<file path="src/rtl/matrix_pkg.sv">
// Shared types and constants for the matrix multiply block and its MAC sequencer.
package matrix_pkg;

  localparam int N_DEFAULT = 3;
  localparam int DATA_W    = 8;

  typedef enum logic [2:0] {
    IDLE,
    MAC,
    DRAIN,
    WRITE,
    DONE
  } state_t;

endpackage

</file>
<file path="src/rtl/matrix_idx_counter.sv">
// Nested i/j/k operand index counter: k steps inside an element, (i,j) steps row-major.
// One cycle from step/clear to updated index; no backpressure, the caller gates the steps.
module matrix_idx_counter #(
  parameter  int N     = 3,
  localparam int IDX_W = $clog2(N)
) (
  input  logic             clk_i,
  input  logic             rst_ni,
  input  logic             clear_i,
  input  logic             step_k_i,
  input  logic             step_ij_i,
  output logic [IDX_W-1:0] i_o,
  output logic [IDX_W-1:0] j_o,
  output logic [IDX_W-1:0] k_o,
  output logic             last_k_o,
  output logic             last_elem_o
);

  localparam logic [IDX_W-1:0] LAST = IDX_W'(N - 1);

  logic [IDX_W-1:0] i_q, j_q, k_q;

  always_ff @(posedge clk_i or negedge rst_ni) begin
    if (!rst_ni) begin
      i_q <= '0;
      j_q <= '0;
      k_q <= '0;
    end else if (clear_i) begin
      i_q <= '0;
      j_q <= '0;
      k_q <= '0;
    end else if (step_ij_i) begin
      k_q <= '0;
      if (j_q == LAST) begin
        j_q <= '0;
        i_q <= (i_q == LAST) ? '0 : i_q + IDX_W'(1);
      end else begin
        j_q <= j_q + IDX_W'(1);
      end
    end else if (step_k_i) begin
      k_q <= k_q + IDX_W'(1);
    end
  end

  assign i_o         = i_q;
  assign j_o         = j_q;
  assign k_o         = k_q;
  assign last_k_o    = (k_q == LAST);
  assign last_elem_o = (i_q == LAST) && (j_q == LAST);

endmodule

</file>
<file path="src/rtl/matrix_mac_sequencer.sv">
// Control FSM sharing one MAC datapath across all N*N elements of C = A*B.
// Per element N+MAC_LAT+1 cycles; start is ignored while busy, no abort other than reset.
module matrix_mac_sequencer
  import matrix_pkg::*;
#(
  parameter  int N       = N_DEFAULT,
  parameter  int MAC_LAT = 1,
  localparam int IDX_W   = $clog2(N),
  localparam int WR_W    = $clog2(N * N)
) (
  input  logic             clk,
  input  logic             reset,
  input  logic             start,
  output logic             busy,
  output logic             done,
  output logic [IDX_W-1:0] row_idx,
  output logic [IDX_W-1:0] col_idx,
  output logic [IDX_W-1:0] k_idx,
  output logic             acc_clr,
  output logic             acc_en,
  output logic             wr_en,
  output logic [WR_W-1:0]  wr_idx
);

  localparam logic [2:0] DRAIN_LAST = (MAC_LAT > 0) ? 3'(MAC_LAT - 1) : 3'd0;

  state_t          state_q, state_d;
  logic [2:0]      drain_q, drain_d;
  logic            busy_q, busy_d;
  logic            done_q, done_d;
  logic            acc_en_q, acc_en_d;
  logic            acc_clr_q, acc_clr_d;
  logic            wr_en_q, wr_en_d;
  logic [WR_W-1:0] wr_idx_q, wr_idx_d;
  logic            idx_clear, step_k, step_ij;
  logic            last_k, last_elem;

  matrix_idx_counter #(.N(N)) u_idx (
    .clk_i       (clk),
    .rst_ni      (reset),
    .clear_i     (idx_clear),
    .step_k_i    (step_k),
    .step_ij_i   (step_ij),
    .i_o         (row_idx),
    .j_o         (col_idx),
    .k_o         (k_idx),
    .last_k_o    (last_k),
    .last_elem_o (last_elem)
  );

  always_comb begin
    state_d   = state_q;
    drain_d   = drain_q;
    idx_clear = 1'b0;
    step_k    = 1'b0;
    step_ij   = 1'b0;
    case (state_q)
      IDLE: begin
        if (start) begin
          state_d   = MAC;
          idx_clear = 1'b1;
        end
      end
      MAC: begin
        if (last_k) begin
          if (MAC_LAT > 0) begin
            state_d = DRAIN;
            drain_d = DRAIN_LAST;
          end else begin
            state_d = WRITE;
          end
        end else begin
          step_k = 1'b1;
        end
      end
      DRAIN: begin
        if (drain_q == 3'd0) state_d = WRITE;
        else                 drain_d = drain_q - 3'd1;
      end
      WRITE: begin
        step_ij = 1'b1;
        state_d = last_elem ? DONE : MAC;
      end
      DONE:    state_d = IDLE;
      default: state_d = IDLE;
    endcase

    // Outputs are decoded from the next state so they register alongside it;
    // indices only advance after WRITE, so row/col still name the written element.
    busy_d    = (state_d != IDLE);
    done_d    = (state_d == DONE);
    acc_en_d  = (state_d == MAC);
    acc_clr_d = (state_d == MAC) && (state_q != MAC);
    wr_en_d   = (state_d == WRITE);
    wr_idx_d  = (state_d == WRITE) ? WR_W'(int'(row_idx) * N + int'(col_idx)) : '0;
  end

  always_ff @(posedge clk or negedge reset) begin
    if (!reset) begin
      state_q   <= IDLE;
      drain_q   <= '0;
      busy_q    <= 1'b0;
      done_q    <= 1'b0;
      acc_en_q  <= 1'b0;
      acc_clr_q <= 1'b0;
      wr_en_q   <= 1'b0;
      wr_idx_q  <= '0;
    end else begin
      state_q   <= state_d;
      drain_q   <= drain_d;
      busy_q    <= busy_d;
      done_q    <= done_d;
      acc_en_q  <= acc_en_d;
      acc_clr_q <= acc_clr_d;
      wr_en_q   <= wr_en_d;
      wr_idx_q  <= wr_idx_d;
    end
  end

  assign busy    = busy_q;
  assign done    = done_q;
  assign acc_en  = acc_en_q;
  assign acc_clr = acc_clr_q;
  assign wr_en   = wr_en_q;
  assign wr_idx  = wr_idx_q;

endmodule

</file>
<file path="config.mk">
export PLATFORM = sky130hd
export DESIGN_NAME = matrix_mac_sequencer
export DESIGN_NICKNAME = d
export VERILOG_FILES = /design/src/rtl/matrix_pkg.sv /design/src/rtl/matrix_idx_counter.sv /design/src/rtl/matrix_mac_sequencer.sv
export SDC_FILE = /design/constraint.sdc
export NUM_CORES = 1
export LEC_CHECK = 0
export CAP_MARGIN = 20
export CORE_AREA = 2 2 50 52
export DETAILED_ROUTE_END_ITERATION = 16
export DIE_AREA = 0 0 52 54
export PLACE_DENSITY = 0.82
export SLEW_MARGIN = 0
export SYNTH_ARGS = -nofsm -noshare
export SYNTH_HDL_FRONTEND = slang
export SYNTH_SLANG_ARGS = --single-unit
</file>
<file path="constraint.sdc">
create_clock -name clk -period 2.5 [get_ports clk]
set_input_delay 0.5 -clock clk [delete_from_list [all_inputs] [get_ports clk]]
set_output_delay 0.5 -clock clk [all_outputs]
set_load 0.005 [all_outputs]
</file>
==> results of run 1 <==
[worst max path at each step]
stage                       to  slack [ps]  depth (start not counted)
floorplan            wr_idx[2]         730                          5
global placement    state_q[0]         680                          4
detailed placement  state_q[0]         570                          4
CTS                 col_idx[1]         620                          1
global route        col_idx[1]         560                          1
finish              col_idx[1]         630                          1
[metrics by stage]
| stage | hold WS [ps] | setup WS (ps) | util | total power (W) | std cells |
|---|---|---|---|---|---|
| after floorplan | 204.4 | 726.8 | - | 0.0007780 | 103 |
| after global placement | 498.6 | 679.8 | 0.5529 | 0.0009268 | 148 |
| after detailed placement | 521.4 | 566.6 | 0.5529 | 0.0009542 | 148 |
| after CTS | 532.0 | 618.0 | 0.5647 | 0.001117 | 152 |
| after global routing | 554.7 | 564.5 | 0.5647 | 0.001199 | 152 |
| final | 522.4 | 634.9 | 0.5647 | 0.001106 | 152 |
[per-layer routing]
| layer | vias to the layer above | track usage |
|---|---|---|
| li1 | 392 | - |
| met1 | 403 | 0.2032 |
| met2 | 26 | 0.2785 |
| met3 | 5 | 0.03056 |
| met4 | 0 | 0.06140 |
| met5 | - | 0 |
[report_power, final]
group,total (W),internal [W],switching [W]
Combinational,0.000425,0.000240,0.000185
Sequential,0.000518,0.000411,0.000108
Clock,0.000163,0.0000597,0.000103
Total,0.00111,0.000710,0.000396
[area by class of cell]
type / instances / area, um2 / area share
Multi-Input combinational cell: 70 / 508.0 / 0.3878
Tap cell: 30 / 37.54 / 0.02865
Inverter: 9 / 33.78 / 0.02579
Clock inverter: 1 / 5.005 / 0.003820
Clock buffer: 3 / 22.52 / 0.01719
Sequential cell: 21 / 525.5 / 0.4011
Timing Repair Buffer: 18 / 177.7 / 0.1356
[kinds of logic (layout without fill, tap and decap cells)]
kind of cell	Yosys count	in the layout	share of synthesized area
buffers and inverters	12	31	0.05275
AND/OR/NAND/NOR	38	38	0.2179
AO/OA/AOI/OAI	21	21	0.1101
flip-flops	21	21	0.4816
multiplexers	1	1	0.009175
adder cells (fa/ha/maj)	10	10	0.1284
[flip-flops by register name (all words and copies together) (netlist names)]
name and flops:
u_idx.j_o 2, acc_en 1, state_q 3, drain_q 3
busy 1, done 1, wr_idx 4, u_idx.k_o 2
acc_clr 1, wr_en 1, u_idx.i_o 2
[cell usage in the layout (no fill, tap or decap)]
master	n
a21o_1	1
a21oi_1	10
a22oi_1	1
a311oi_1	1
and2_1	2
and2b_1	1
and3b_1	1
buf_4	1
clkbuf_4	3
clkdlybuf4s50_1	17
clkinv_2	1
dfrtp_1	21
fa_1	2
ha_1	8
inv_1	8
inv_2	1
mux2i_1	1
nand2_1	3
nand2b_1	5
nand3_1	3
nand3b_1	6
nor2_1	7
nor2b_1	1
nor3_1	2
nor3b_2	1
nor4b_2	1
o21ai_0	6
o21bai_1	1
o22a_1	1
or2b_1	1
or3_1	1
or4_1	3
==> results.ini, run 1 <==
[synth]
synthArstFlopShare=1.000
synth_nets=116
synth_common_cells=21 x dfrtp_1, 10 x a21oi_1, 8 x ha_1, 8 x inv_1, 7 x nor2_1
yosys.area.top_type_share=0.4817
ys_types=31
synth_area_um2=1091
synth_area_leader_cell=dfrtp_1
synth.most_common_cell=dfrtp_1
ys.flop_type=dfrtp_1
synth_seq_cells=21
synthTopCellsByArea=dfrtp_1 48%, ha_1 9.2%, a21oi_1 4.6%
seq_area_frac_synth=0.4817
synthCells=103
ys_warn_count=0
syn_area_per_cell_um2=10.59
synth_edf_count=0

[worst_setup_path]
r2r_start=u_idx.i_o[0]
startpoint_type=flop
r2r_cells=5
cp_top_family=buffers and inverters
path_max_fanout=8
max_stage_delay_ps=550
r2r-end=wr_idx[2]
path_cells=clkdlybuf4s50_1
worstPathRequired_ps=2000
cp-end-kind=primary output
slowest_stage=clkdlybuf4s50_1
crit_type=reg2out
cp.arrival_ps=1370
cp-startpoint=u_idx.j_o[1]
reg2reg_slack_ps=660
cp_num_buf_inv=1

[finish]
drive_gt1_frac=0.06557
fillers=208
syn_to_final_growth_pct=20.07
final_area_um2=1310
nNetsFinal=136
antenna_cells=0

[clock_tree]
worst_skew_pair.late_latency_ps=310
cts_buffer_depth=2
post_cts_resized=0
cts_made_buffers=3
clkSlewWorstSetupHoldPaths_ps=120
cts-htree-levels=1
clockRootBuffer=clkbuf_4
cts_sinks=21
postCtsSetupRepairBufs=0
tritoncts=yes
cts_hold_buffers=0

[run_status]
status=complete, no violations

[sta]
tns_ps=0
finalSetupViolCount=0
worst_pin_slew_ps=644.5
hold_viol=0
rsz0062_at_grt=no
fmax_mhz=536.2
clock_skew_ps=11.64
fin_crit_ps=1865
drv_slew=0
max-slew-margin-rel=0.5692
period_share=0.7461

[placement]
numPortBuffers=17
placed_area_um2=1282
dp_hpwl_um=1505
gp_congestion=0.8057

[pwr]
peakVddDrop_mv=0.6638
cellPowerDensity_nw_per_um2=843.9
power_leakage_nw=0.5748

[die]
initial_core_util=0.4703
io_pins=18
core_um2=2320
dieArea_um2=2808
fp.dieH_um=54
num_rows=18
fp.dieW_um=52

[route]
first_pass_iters=4
vias_per_cell=5.434
top_layer=met4
wl_met3_um=90
drc=0
finalWirelength_um=2017
drt_iter0_drc=12
num_vias=826
dr_wl_met2_um=1009
wire_per_inst_um=13.27
drt-met1-wl_um=894
antenna_left=0

[global_routing]
antenna_found_initial=0
grt_pass1_vias=807
grt_max_degree=22
grt_pass1_wl_um=3367
gr-usage-all-layers=0.1623
grt_overflow=0

[run]
drv_cap=0

[min_path]
hold_class=in2async

(Power assumes the default switching activity.)
==> inputs of run 2 (changes only) <==
--- a/config.mk
+++ b/config.mk
@@ -6,10 +6,10 @@
 export NUM_CORES = 1
 export LEC_CHECK = 0
 export CAP_MARGIN = 20
-export CORE_AREA = 2 2 50 52
+export CORE_AREA = 2 2 52 54
 export DETAILED_ROUTE_END_ITERATION = 16
-export DIE_AREA = 0 0 52 54
-export PLACE_DENSITY = 0.82
+export DIE_AREA = 0 0 54 56
+export PLACE_DENSITY = 0.8
 export SLEW_MARGIN = 0
 export SYNTH_ARGS = -nofsm -noshare
 export SYNTH_HDL_FRONTEND = slang
==> constraint.sdc (replaced) <==
create_clock -name clk -period 1.52 [get_ports clk]
set_input_delay 0.304 -clock clk [delete_from_list [all_inputs] [get_ports clk]]
set_output_delay 0.304 -clock clk [all_outputs]
set_load 0.005 [all_outputs]
==> run 2 against run 1 <==
- the run now ends with negative setup slack left
- hold slack got worse by 210 ps
- non-clock buffer count grew 12
- sequential power grew 57%
- sequential share of layout area shrank 2.8 points
- global-route usage grew 1.4 points
- register-to-register slack worse by 910 ps
- total power grew 79%
- combinational power increased by 110%
- via count is 4.1% higher
- worst setup slack worse by 890 ps
- critical path type is now reg2reg
- largest power group is now combinational cells
==> results.ini, run 2 (synthesis results as in run 1) <==
[route]
drt_iter0_drc=27
drc=0
num_vias=860
wire_per_inst_um=14.01
antenna_left=0
finalWirelength_um=2298
vias_per_cell=5.244
first_pass_iters=4

[clock_tree]
cts_hold_buffers=0
tritoncts=yes
clkSlewWorstSetupHoldPaths_ps=120
cts_sinks=21
cts_made_buffers=3
clockRootBuffer=clkbuf_4
cts_buffer_depth=2
worst_skew_pair.late_latency_ps=310
cts-htree-levels=1

[global_routing]
grt_pass1_vias=900
grt_overflow=0
gr-usage-all-layers=0.1761
antenna_found_initial=0
grt_pass1_wl_um=3939
grt_max_degree=22

[sta]
hold_viol=0
rsz0062_at_grt=yes
fmax_mhz=564.1
drv_slew=0
fin_crit_ps=1773
period_share=1.166
max-slew-margin-rel=0.7361
clock_skew_ps=1.770
fin_ws_ps=-252.7
worst_pin_slew_ps=395.8
finalSetupViolCount=2

[pwr]
p_int_w=0.001264
cellPowerDensity_nw_per_um2=1407
power.total_w=0.001984
swShare=0.3630
power_leakage_nw=0.6748
p_sw_w=0.0007203
seq_power_share=0.409
comb_power_share=0.452
clockPowerShare=0.139
peakVddDrop_mv=0.7529

[finish]
final_common_cell=dfrtp_1
nNetsFinal=148
final_area_um2=1410
drive_gt1_frac=0.1866
syn_to_final_growth_pct=29.24
seq_area_um2=526.8
multi_input_area_um2=518.0
antenna_cells=0
largest_reg_flops=4
final_cell_mix=20 x dfrtp_1, 12 x buf_4, 10 x clkdlybuf4s50_1, 9 x a21oi_1, 8 x inv_1
fillers=203

[run_status]
status=complete, but fails checks
violations=negative setup slack

[worst_setup_path]
cp-startpoint=u_idx.i_o[1]
r2r_start=u_idx.i_o[1]
startpoint_type=flop
worstPathRequired_ps=1730
path_max_fanout=2
crit_type=reg2reg
cp-end-kind=flop
cp.arrival_ps=1980

[placement]
placed_area_um2=1351
dp_hpwl_um=1661
numPortBuffers=17
gp_congestion=0.7962
place_worst_setup_slack_ps=-262.5

[die]
io_pins=18
num_rows=18
fp.dieH_um=56
core_um2=2432
dieArea_um2=3024
fp.dieW_um=54
initial_core_util=0.4486

[run]
drv_cap=0

[min_path]
hold_class=in2async

[run 2: cell types whose count changed in the layout (fill, tap and decap cells not counted), sizes merged]
cell           delta
dlygate4sd2       +4
buf              +12
clkbuf            +1
dlymetal6s2s      +2
clkdlybuf4s50     -7
[run 2: timing repair]
action	CTS	global route
pin swaps	1	1
resized for setup	6	8
setup buffers	2	1
setup endpoints to repair	8	6
[run 2: cell type report]
type | instances | area share
clock buffers | 3 | 0.01597
clock inverters | 1 | 0.003549
inverters | 9 | 0.02396
multi-input cells | 70 | 0.3673
flip-flops and latches | 21 | 0.3736
well taps | 30 | 0.02662
repair buffers | 30 | 0.1890
[run 2: worst max-delay path, stage by stage (launching register included)]
cell and delay (ps):
dfrtp_1 420, fa_1 550, ha_1 140, inv_1 40, fa_1 470, nor2_1 50
[run 2: routing by layer]
metal	track usage	part of all wire
met5	0	0
met4	0.1000	0.025
met3	0.01613	0.042
met2	0.3066	0.53
met1	0.2007	0.40
[run 2: metrics by stage]
step                utilization  hold WS [ps]  setup TNS, ps  cells
CTS                      0.5720         311.6         -419.0    163
global route             0.5797         330.8         -551.4    164
detailed placement       0.5556         526.7         -415.6    157
finish                   0.5797         315.2         -400.7    164
floorplan                     -         8.409         -340.7    103
global placement         0.5556         501.5         -288.3    157
[run 2: power by group through the flow]
stage	logic, W	clock network, W	registers (W)
after CTS	0.000857	0.000287	0.000805
after global routing	0.000995	0.000317	0.000833
after detailed placement	0.000844	0	0.000822
after global placement	0.000805	0	0.000807
after floorplan	0.000487	0	0.000793
final	0.000896	0.000277	0.000811
[run 2: final timing paths]
kind | cells after the start | end | slack (ps)
hold / removal | 2 | busy | 320
setup reg to reg | 5 | wr_idx[2] | -250
min in group clk | 1 | drain_q[0] | 550
setup / recovery | 5 | wr_idx[2] | -250
max in group asynchronous | 2 | u_idx.i_o[0] | 970
hold reg to reg | 1 | drain_q[0] | 550
